`config.mk`:
```
export PLATFORM = sky130hd
export DESIGN_NAME = maxpool_2x2_stream
export DESIGN_NICKNAME = d
export VERILOG_FILES = /design/src/rtl/maxpool_2x2_stream.sv
export SDC_FILE = /design/constraint.sdc
export NUM_CORES = 1
export LEC_CHECK = 0
export CAP_MARGIN = 30
export CORE_MARGIN = 4
export CORE_UTILIZATION = 30
export DETAILED_ROUTE_END_ITERATION = 10
export PLACE_DENSITY = 0.52
export REMOVE_ABC_BUFFERS = 1
export SYNTH_ARGS = -nofsm -noshare
export SYNTH_HDL_FRONTEND = slang
export SYNTH_SLANG_ARGS = --single-unit
```
`constraint.sdc`:
```
create_clock -name clk -period 5.15 [get_ports clk]
set_input_delay 1.03 -clock clk [delete_from_list [all_inputs] [get_ports clk]]
set_output_delay 1.03 -clock clk [all_outputs]
set_load 0.05 [all_outputs]
```
`src/rtl/maxpool_2x2_stream.sv`:
```
`default_nettype none
// +--------------------------------------------------------------------------+
// | Module      : maxpool_2x2_stream                                         |
// | Description : Streaming 2x2 signed max-pooling over a row-major frame,   |
// |               one line buffer of horizontal maxima, valid/ready I/O.     |
// | Revision    : 1.0  initial release                                       |
// +--------------------------------------------------------------------------+
module maxpool_2x2_stream #(
    parameter int DATA_BITS = 8,
    parameter int IMG_W     = 28,
    parameter int IMG_H     = 28
) (
    input  logic                        clk,
    input  logic                        reset,
    input  logic                        in_valid,
    input  logic signed [DATA_BITS-1:0] in_data,
    output logic                        in_ready,
    output logic                        out_valid,
    output logic signed [DATA_BITS-1:0] out_data,
    input  logic                        out_ready,
    output logic                        frame_done
);

    localparam int CW       = (IMG_W > 1) ? $clog2(IMG_W) : 1;
    localparam int RW       = (IMG_H > 1) ? $clog2(IMG_H) : 1;
    localparam int LB_DEPTH = IMG_W / 2;
    localparam int LW       = (LB_DEPTH > 1) ? $clog2(LB_DEPTH) : 1;

    localparam logic [CW-1:0] c_col_last = CW'(IMG_W - 1);
    localparam logic [RW-1:0] c_row_last = RW'(IMG_H - 1);

    logic [CW-1:0]               r_col;
    logic [RW-1:0]               r_row;
    logic signed [DATA_BITS-1:0] r_pa;
    logic signed [DATA_BITS-1:0] r_lb [LB_DEPTH];
    logic                        r_out_valid;
    logic signed [DATA_BITS-1:0] r_out_data;
    logic                        r_frame_done;

    logic                        w_in_fire;
    logic                        w_out_fire;
    logic                        w_col_odd;
    logic                        w_row_odd;
    logic                        w_col_last;
    logic                        w_row_last;
    logic                        w_load;
    logic                        w_lb_wr;
    logic [LW-1:0]               w_lb_idx;
    logic signed [DATA_BITS-1:0] w_hmax;
    logic signed [DATA_BITS-1:0] w_lb_rd;
    logic signed [DATA_BITS-1:0] w_vmax;

    // A held, unaccepted result blocks input so no pixel is ever dropped.
    assign in_ready   = !(r_out_valid && !out_ready);
    assign out_valid  = r_out_valid;
    assign out_data   = r_out_data;
    assign frame_done = r_frame_done;

    assign w_in_fire  = in_valid && in_ready;
    assign w_out_fire = r_out_valid && out_ready;
    assign w_col_odd  = r_col[0];
    assign w_row_odd  = r_row[0];
    assign w_col_last = (r_col == c_col_last);
    assign w_row_last = (r_row == c_row_last);
    assign w_lb_idx   = LW'(r_col >> 1);

    assign w_hmax  = (in_data > r_pa) ? in_data : r_pa;
    assign w_lb_rd = r_lb[w_lb_idx];
    assign w_vmax  = (w_hmax > w_lb_rd) ? w_hmax : w_lb_rd;

    assign w_load  = w_in_fire && w_col_odd && w_row_odd;
    assign w_lb_wr = w_in_fire && w_col_odd && !w_row_odd;

    always_ff @(posedge clk) begin
        if (reset) begin
            r_col        <= '0;
            r_row        <= '0;
            r_pa         <= '0;
            r_out_valid  <= 1'b0;
            r_out_data   <= '0;
            r_frame_done <= 1'b0;
        end else begin
            r_frame_done <= w_load && w_col_last && w_row_last;

            if (w_in_fire) begin
                if (w_col_last) begin
                    r_col <= '0;
                    r_row <= w_row_last ? '0 : r_row + RW'(1);
                end else begin
                    r_col <= r_col + CW'(1);
                end
                if (!w_col_odd) begin
                    r_pa <= in_data;
                end
            end

            // A new load wins over an unload in the same cycle.
            if (w_load) begin
                r_out_data  <= w_vmax;
                r_out_valid <= 1'b1;
            end else if (w_out_fire) begin
                r_out_valid <= 1'b0;
            end
        end
    end

    // Each even row fully rewrites the buffer before the odd row reads it.
    always_ff @(posedge clk) begin
        if (w_lb_wr) begin
            r_lb[w_lb_idx] <= w_hmax;
        end
    end

endmodule
`default_nettype wire

```
==> summary.txt, run 1 <==
STA
  – Slew @ Worst Pin: 948 ps
  – Final hold viol count: 0
  – Clk_skew: between 7 and 8 ps
  – Minimum clock period: 4510 ps
  – RSZ-0062 raised after global routing: false
  – Setup TNS: 0 ps
  – Setup Viol. Count Final: 0
  – Max-slew violations: 0
  – Fmax: ~0.22 GHz
  – Fin crit share: approximately 88%
  – Setup ws final: 643 ps
  – Worst relative slew slack: 36.6%

Layout
  – Share of layout cells above drive strength 1: 15.2%
  – Final core utilization: 36.3%
  – Most frequent cells in the layout: edfxtp_1 (112), nor2_1 (35), dfxtp_1 (32)
  – Flip-flop and latch area: around 4000 µm²
  – Multi-input combinational cell area: 1940 µm²
  – Synth-to-Final Area Change: 18.9%
  – Nets: 491
  – ANT cells: 0
  – Filler instances: 1919
  – Most common cell after layout, fill and taps aside: edfxtp_1

Logic synthesis
  – Main combinational cell family by area after synthesis: multiplexers
  – Synth Area in Compound Gates: between 7 and 8%
  – Fraction of registers with async set/reset: 0%
  – Post-synthesis cell count: 426
  – Cell variety after synth: 42
  – Post-synthesis sequential area ratio: 64.9%
  – Mux cell area share after synthesis: 13.3%
  – Cell Area, Synth: 6170 µm²
  – Ys Warns: 0
  – Syn_area_per_cell: roughly 14 µm²
  – Synth Register Bits: 144
  – Number of synthesized flops with an enable pin: 112
  – Post-synthesis adder-cell area fraction: 3.65%
  – Post-Synth Simple-Gate Area: between 6 and 7%
  – Prevailing post-synth register cell: edfxtp_1
  – Post-synthesis xor/xnor area fraction: 0.142%

Die
  – Die Ht: between 150 and 200 µm
  – Die Wd: between 150 and 200 µm
  – Rows: 52
  – Area of the die: 22900 µm²
  – Initial core utilization: a little under a third
  – Floorplan core area: 20200 µm²
  – # IOs: 23

Route
  – WL final: 13100 µm
  – DRT iter0 DRCs: about 240
  – Antenna Violating Nets Remaining: 0
  – WL/cell: 17.5 µm
  – Via density: 4.81
  – Pre-antenna DRT Iters: 4
  – DR vias: ~3600
  – DRC: 0

Power and ir drop
  – Total power: 2730 µW
  – Peak supply drop: 0.205 mV
  – LEAKAGE: 0.00252 µW
  – Pwr Density: 373 nW/µm²

CTS
  – H-tree levels: 4
  – CTS tree: built
  – CTS sink count: about 140
  – Root buffer selected by CTS: clkbuf_16
  – Clock Path Buffers: 2
  – Hold_buf cts: 0
  – Clock-pin transition on the worst setup and hold timing paths: 60 ps
  – Cts bufs inserted: 17
  – Post-CTS Setup Bufs: 0
  – Clock Latency Late Sink: 420 ps
  – CTS resizes: 0

Run status
  – Outcome: finished, final reports clean

Place
  – HPWL after detailed placement: approximately 8800 µm
  – Port Buf Inserts: 22
  – Global placement routability congestion: 0.777
  – Placement Setup Slack: 258 ps

Critical path
  – Critical path class: primary input to flip-flop
  – Startpoint Class: primary input
  – Worst-path cell with the longest stage delay: a311oi_2
  – CP max stage delay: approximately 670 ps
  – Critical path required time: 5490 ps
  – CP dominant cell by count: ha_1
  – Worst setup EP type: flip-flop
  – Crit path DAT: 4840 ps
  – CP max FO: 8
  – Cells along the critical path: clkdlybuf4s50_1, ha_1, nand4_1, o32ai_1, a31oi_1, a21oi_4, mux2i_1, inv_1, ha_1, a21o_1, a21oi_1, o221ai_1, a311oi_2, a22oi_1, o21ai_1
  – Worst R2R Setup Slack: around 1300 ps

Global route
  – GR Util All Layers: between 10% and 20%
  – Gr busiest metal: met2
  – First-pass GRT wire length: 20300 µm
  – Met1 Use GR: about 16%
  – Largest net degree at the start of global routing: 24
  – GR Overflow Total: 0
  – Met2 usage: between 10% and 20%
  – Vias in the first global route: between 3000 and 4000
  – Initial antenna violation count: 0
  – Met3 Use GR: 3.26%

Worst hold path
  – HP Class: flip-flop to flip-flop

Run
  – Max Cap Viol: 0
[sequential cells by signal, indices dropped and copies added (netlist names), named ones only]
name        count
r_lb          112
out_data        8
r_pa            8
r_col           5
r_row           5
frame_done      1
out_valid       1
[path summary, 6_finish.rpt]
path                    from           to  cells after the start
setup / recovery  in_data[7]  out_data[0]                     15
hold / removal       r_pa[6]      r_pa[6]                      2
setup reg to reg   flip-flop  out_data[0]                     12
hold reg to reg      r_pa[6]      r_pa[6]                      2
[worst max-delay path, delay by kind of cell]
kind,cells,cell delay [ps]
AO/OA/AOI/OAI,9,2140
adder cells (fa/ha/maj),2,660
buffers and inverters,2,530
multiplexers,1,350
AND/OR/NAND/NOR,1,130
[where the power goes]
| group | switching [µW] | total (µW) | internal (µW) |
|---|---|---|---|
| sequential | 11.0 | 1290 | 1280 |
| clock | 461 | 1260 | 803 |
| combinational | 109 | 177 | 68.0 |
| total | 581 | 2730 | 2150 |
[per-stage QoR]
stage | cell area, µm² | cells | hold WS, ps
final | 7340 | 744 | 496
after global routing | 7340 | 744 | 532
after CTS | 7340 | 744 | 499
after detailed placement | 6710 | 712 | 492
after global placement | 6710 | 712 | 479
after floorplan | 6040 | 407 | 460
[routing by layer]
metal | share of wire [%] | vias to the layer above
met2 | 48 | 61
met4 | 1.4 | 0
met5 | 0 | -
li1 | - | 1681
met1 | 47 | 1819
met3 | 3.2 | 15
[cells in the mapped netlist (all sizes together) (4+ instances only)]
| cell | n | area, µm² |
|---|---|---|
| nand4 | 5 | 31.3 |
| clkbuf | 7 | 30.0 |
| dfxtp | 32 | 641 |
| mux2i | 26 | 260 |
| buf | 12 | 98.8 |
| nor2 | 35 | 131 |
| nand4b | 4 | 35.0 |
| nand2 | 25 | 93.8 |
| nand2b | 4 | 25.0 |
| a21oi | 26 | 141 |
| a21o | 9 | 67.6 |
| ha | 18 | 225 |
| nand3 | 5 | 25.0 |
| inv | 29 | 109 |
| o21ai | 20 | 100 |
| a22oi | 8 | 60.1 |
| mux4 | 24 | 548 |
| edfxtp | 112 | 3360 |
| nor3 | 6 | 30.0 |
[cell type report]
type	instances	share of cell area, %
Clock buffer	26	7.68
Inverter	29	1.48
Sequential cell	144	54.6
Timing Repair Buffer	35	4.33
Tap cell	270	4.61
Multi-Input combinational cell	234	26.5
Clock inverter	6	0.853
[logic make-up (layout without fill, tap and decap cells)]
group,count (synthesis),after routing
mux,51,51
xor+xnor,1,1
simple gates,92,92
buf+inv,48,96
fa+ha+maj,18,18
compound gates,72,72
flops,144,144
(Power assumes the default switching activity.)
==> run 2: changes to the inputs <==
- clock period: 5.15 -> 5.31 ns (I/O delays scaled with it)
==> run 2 against run 1 <==
  * First-iteration DRC count increased by 17%
  * Total power decreased by 4.0%
  * Highest routed layer unchanged
  * Largest cell class unchanged
  * Worst setup slack improved by 36 ps
  * Critical endpoint is now out_data[6]
  * Via count decreased by 1.4%
==> summary.txt, run 2 (synthesis results as in run 1) <==
Critical path
  – Crit path DAT: 4970 ps (+130 ps)
  – Critical path class: primary input to flip-flop
  – CP startpoint: in_data[7]
  – Startpoint Class: primary input
  – Worst R2R Setup Slack: 1420 ps (+90 ps)
  – CP max FO: 15 (+7)
  – Critical path required time: 5650 ps (+160 ps)
  – Worst setup EP type: flip-flop
  – Reg2reg start: r_pa[7]

Power and ir drop
  – Pwr Density: 359 nW/µm² (-3.6%)
  – Peak supply drop: 0.239 mV (+17%)
  – LEAKAGE: 0.00250 µW (-0.88%)

CTS
  – Cts bufs inserted: 17 (unchanged)
  – CTS tree: built
  – H-tree levels: 4 (unchanged)
  – CTS sink count: 144 (unchanged)
  – Clock-pin transition on the worst setup and hold timing paths: 60 ps (about the same)
  – Clock Latency Late Sink: 420 ps (about the same)
  – Clock Path Buffers: 2 (unchanged)
  – Root buffer selected by CTS: clkbuf_16
  – Hold_buf cts: 0 (unchanged)
  – CTS resizes: 0 (unchanged)
  – Post-CTS Setup Bufs: 0 (unchanged)

Layout
  – Synth-to-Final Area Change: 18.5%
  – Largest Register: r_lb
  – Filler instances: 1930 (+0.57%)
  – Share of layout cells above drive strength 1: 15.2% (unchanged)
  – Most frequent cells in the layout: edfxtp_1 (112), nor2_1 (35), dfxtp_1 (32)
  – ANT cells: 0 (unchanged)
  – Most common cell after layout, fill and taps aside: edfxtp_1
  – Nets: 491 (unchanged)
  – Max reg flops: 112 (unchanged)

Global route
  – GR Util All Layers: 12.3% (+0.24 points)
  – Largest net degree at the start of global routing: 25 (+4.2%)
  – GR Overflow Total: 0 (unchanged)
  – Vias in the first global route: 3624 (-0.58%)
  – First-pass GRT wire length: 20600 µm (+1.5%)
  – Initial antenna violation count: 0 (unchanged)

STA
  – Worst relative slew slack: 35.8% (-0.84 points)
  – Minimum clock period: 4630 ps
  – Clk_skew: 13.8 ps (+6.21 ps)
  – Slew @ Worst Pin: 960 ps (+12.5 ps)
  – Hold slack: 494 ps (-1.55 ps)
  – Setup Viol. Count Final: 0 (unchanged)
  – Max-slew violations: 0 (unchanged)
  – Fmax: 0.216 GHz
  – Fin crit share: a little under 90%
  – Setup TNS: 0 ps (unchanged)
  – Setup ws final: 679 ps (+35.6 ps)
  – RSZ-0062 raised after global routing: false
  – Final hold viol count: 0 (unchanged)

Place
  – Port Buf Inserts: 22 (unchanged)
  – HPWL after detailed placement: 8940 µm (+1.8%)
  – Placement Setup Slack: 237 ps (-20.3 ps)
  – Global placement routability congestion: 0.777 (unchanged)

Route
  – WL/cell: 17.6 µm (+0.57%)
  – Pre-antenna DRT Iters: 5 (+1)
  – DRT iter0 DRCs: 284 (+17%)
  – Antenna Violating Nets Remaining: 0 (unchanged)
  – DR vias: 3526 (-1.4%)
  – WL final: 13100 µm (+0.57%)
  – Via density: 4.74 (-1.4%)
  – DRC: 0 (unchanged)

Die
  – Die Ht: 151 µm (unchanged)
  – Floorplan core area: 20200 µm² (unchanged)
  – Initial core utilization: 30.5% (unchanged)
  – # IOs: 23 (unchanged)
  – Die Wd: 151 µm (unchanged)
  – Area of the die: 22900 µm² (unchanged)
  – Rows: 52 (unchanged)

Run
  – Max Cap Viol: 0 (unchanged)

Worst hold path
  – HP Class: flip-flop to flip-flop
  – HP Start: r_pa[5]

Run status
  – Outcome: finished, final reports clean
run 2: cell types whose count changed in the layout (fill, tap and decap cells not counted), sizes merged:
cell,change
clkinv,+3
clkbuf,-8
bufinv,+2
clkinvlp,+2
inv,+1
run 2: power by group:
group          switching (µW)  internal, µW  total [µW]
combinational             106          65.6         171
sequential               9.61          1240        1250
clock                     464           737        1200
run 2: stage by stage:
stage          area, µm²  utilization, %  cells  total power, µW
6_report            7310            36.1    744             2620
5_1_grt             7310            36.1    744             2710
4_1_cts             7310            36.1    744             2640
3_5_place_dp        6720            33.2    712             1450
3_3_place_gp        6700            33.1    710             1450
2_1_floorplan       6040               -    407             1380
run 2: path summary, 6_finish.rpt:
path | depth (start not counted) | endpoint
worst min register to register | 2 | r_pa[5]
worst max-delay path | 15 | out_data[6]
worst max register to register | 15 | out_data[6]
worst min-delay path | 2 | r_pa[5]
run 2: routing by layer:
metal	vias up	global-route usage, %	part of all wire, %
met5	-	0	0
met4	0	4.35	0.84
met3	5	3.41	4.3
met2	62	18.5	47
met1	1772	17.1	48
li1	1687	-	-
run 2: worst max-delay path: stages:
cell and delay, ps:
clkdlybuf4s50_1 450, ha_1 340, nand4_1 130, o32ai_1 290, a31oi_1 100, a21oi_4 330, mux2i_1 310, inv_1 250
ha_1 400, nand2b_1 90, nor3_1 150, o221ai_1 180, a311oi_2 640, a22oi_1 140, o21ai_1 120
run 2: layout make-up:
cell class | count | area (µm²) | area share [%]
timing repair buffer | 35 | 318 | 4.35
multi-input combinational | 234 | 1950 | 26.6
inverter | 29 | 109 | 1.49
sequential | 144 | 4000 | 54.8
clock inverter | 14 | 165 | 2.26
clock buffer | 18 | 429 | 5.87
tap | 270 | 338 | 4.62
==> run 3: changes to the inputs <==
- CAP_MARGIN: 30 -> default
==> run 3 against run 2 <==
  * Clock power decreased by 7%
  * Critical path depth unchanged
  * Count of clock-buffer cells in the layout increased by 1
  * Critical endpoint is now out_data[5]
  * Largest cell class unchanged
  * Routed wire length decreased by 0.89%
  * Design area decreased by 0.77%
==> summary.txt, run 3 (synthesis results as in run 1) <==
Critical path
  – Startpoint Class: primary input
  – Worst setup EP type: flip-flop
  – Critical path required time: 5640 ps (about the same)
  – Crit path DAT: 4950 ps (-20 ps)
  – CP max FO: 15 (unchanged)
  – Critical path class: primary input to flip-flop
  – Worst R2R Setup Slack: 1440 ps (+20 ps)

CTS
  – Post-CTS Setup Bufs: 0 (unchanged)
  – H-tree levels: 4 (unchanged)
  – Hold_buf cts: 0 (unchanged)
  – CTS resizes: 0 (unchanged)
  – Clock Path Buffers: 2 (unchanged)
  – CTS tree: built
  – CTS sink count: 144 (unchanged)
  – Cts bufs inserted: 17 (unchanged)
  – Root buffer selected by CTS: clkbuf_16
  – Clock-pin transition on the worst setup and hold timing paths: 60 ps (about the same)
  – Clock Latency Late Sink: 410 ps (about the same)

STA
  – Setup Viol. Count Final: 0 (unchanged)
  – Slew @ Worst Pin: 997 ps (+37.3 ps)
  – RSZ-0062 raised after global routing: false
  – Setup TNS: 0 ps (unchanged)
  – Fin crit share: 87.0% (-0.22 points)
  – Worst relative slew slack: 33.3% (-2.5 points)
  – Fmax: 0.216 GHz (+0.25%)
  – Max-slew violations: 0 (unchanged)
  – Minimum clock period: 4620 ps (-11.7 ps)
  – Final hold viol count: 0 (unchanged)
  – Clk_skew: 10.7 ps (-3.11 ps)

Route
  – WL/cell: 17.6 µm (-0.49%)
  – Antenna Violating Nets Remaining: 0 (unchanged)
  – WL final: 13000 µm (-0.89%)
  – DRT iter0 DRCs: 303 (+6.7%)
  – DRC: 0 (unchanged)
  – Pre-antenna DRT Iters: 4 (-1)
  – DR vias: 3535 (+0.26%)
  – Via density: 4.77 (+0.66%)

Place
  – Global placement routability congestion: 0.777 (unchanged)
  – HPWL after detailed placement: 8840 µm (-1.2%)
  – Port Buf Inserts: 22 (unchanged)
  – Placed cells: 710 (-0.28%)
  – Placed cell areas: 6700 µm² (-0.22%)

Die
  – Die Wd: 151 µm (unchanged)
  – Rows: 52 (unchanged)
  – Area of the die: 22900 µm² (unchanged)
  – Die Ht: 151 µm (unchanged)
  – # IOs: 23 (unchanged)
  – Initial core utilization: 30.5% (unchanged)
  – Floorplan core area: 20200 µm² (unchanged)

Global route
  – Largest net degree at the start of global routing: 25 (unchanged)
  – GR Util All Layers: 12.2% (-0.084 points)
  – First-pass GRT wire length: 20500 µm (-0.47%)
  – Vias in the first global route: 3659 (+0.97%)
  – GR Overflow Total: 0 (unchanged)
  – Initial antenna violation count: 0 (unchanged)

Power and ir drop
  – Peak supply drop: 0.254 mV (+5.9%)
  – Pwr Density: 350 nW/µm² (-2.4%)
  – LEAKAGE: 0.00247 µW (-0.95%)
  – Total power: 2540 µW (-3.2%)

Layout
  – ANT cells: 0 (unchanged)
  – Share of layout cells above drive strength 1: 14.2% (-0.96 points)
  – Non-filler cells, final: 741 (-0.40%)
  – Most common cell after layout, fill and taps aside: edfxtp_1
  – Synth-to-Final Area Change: 17.6%
  – Design Area, Final: 7250 µm² (-0.77%)
  – Largest Register: r_lb
  – Most frequent cells in the layout: edfxtp_1 (112), nor2_1 (35), dfxtp_1 (32)
  – Nets: 489 (-0.41%)
  – Max reg flops: 112 (unchanged)

Run status
  – Outcome: finished, final reports clean

Worst hold path
  – HP Class: flip-flop to flip-flop

Run
  – Max Cap Viol: 0 (unchanged)
==> run 3: cell count changes in the layout (fill, tap and decap cells not counted) <==
cell | previous run | this run
clkinv_1 | 2 | 3
clkinv_4 | 2 | 3
clkinvlp_4 | 3 | 1
bufinv_16 | 3 | 2
inv_6 | 2 | 0
clkinv_2 | 2 | 3
clkbuf_1 | 1 | 2
buf_4 | 13 | 11
==> run 3: path summary, 6_finish.rpt <==
path               from          end  cells after the start
max reg2reg     r_pa[7]  out_data[5]                     15
min             r_pa[5]      r_pa[5]                      2
max          in_data[7]  out_data[5]                     15
min reg2reg     r_pa[5]      r_pa[5]                      2
==> run 3: per-stage QoR <==
| step | hold WS [ps] | util (%) | setup WS [ps] |
|---|---|---|---|
| 6_report | 491 | 35.8 | 691 |
| 5_1_grt | 521 | 35.8 | 270 |
| 4_1_cts | 496 | 35.8 | 701 |
| 3_5_place_dp | 487 | 33.1 | 290 |
| 3_3_place_gp | 483 | 33.1 | 379 |
| 2_1_floorplan | 460 | - | 1370 |
==> run 3: metal layers <==
metal	vias up	global-route usage, %	part of all wire, %
met5	-	0	0
met4	0	4.62	1.2
li1	1687	-	-
met2	48	18.8	48
met3	8	3.20	2.8
met1	1792	16.6	48
==> run 3: cell type report <==
type | count | area [µm²]
fillers | 1934 | 13000
flip-flops and latches | 144 | 4000
multi-input cells | 234 | 1950
clock buffers | 19 | 433
well taps | 270 | 338
repair buffers | 33 | 303
clock inverters | 12 | 120
inverters | 29 | 109
==> run 3: critical path, stage by stage <==
cell,delay [ps]
clkdlybuf4s50_1,450
ha_1,340
nand4_1,130
o32ai_1,300
a31oi_1,100
a21oi_4,330
mux2i_1,290
inv_1,240
ha_1,400
nand2b_1,90
nor3_1,150
o221ai_1,170
a311oi_2,630
a22oi_1,150
o21ai_1,110
==> run 3: report_power, final <==
group,internal (µW),leakage (µW),switching [µW],total (µW)
Clock,682,0.000269,436,1120
Sequential,1240,0.00127,9.59,1250
Combinational,65.5,0.000929,106,171
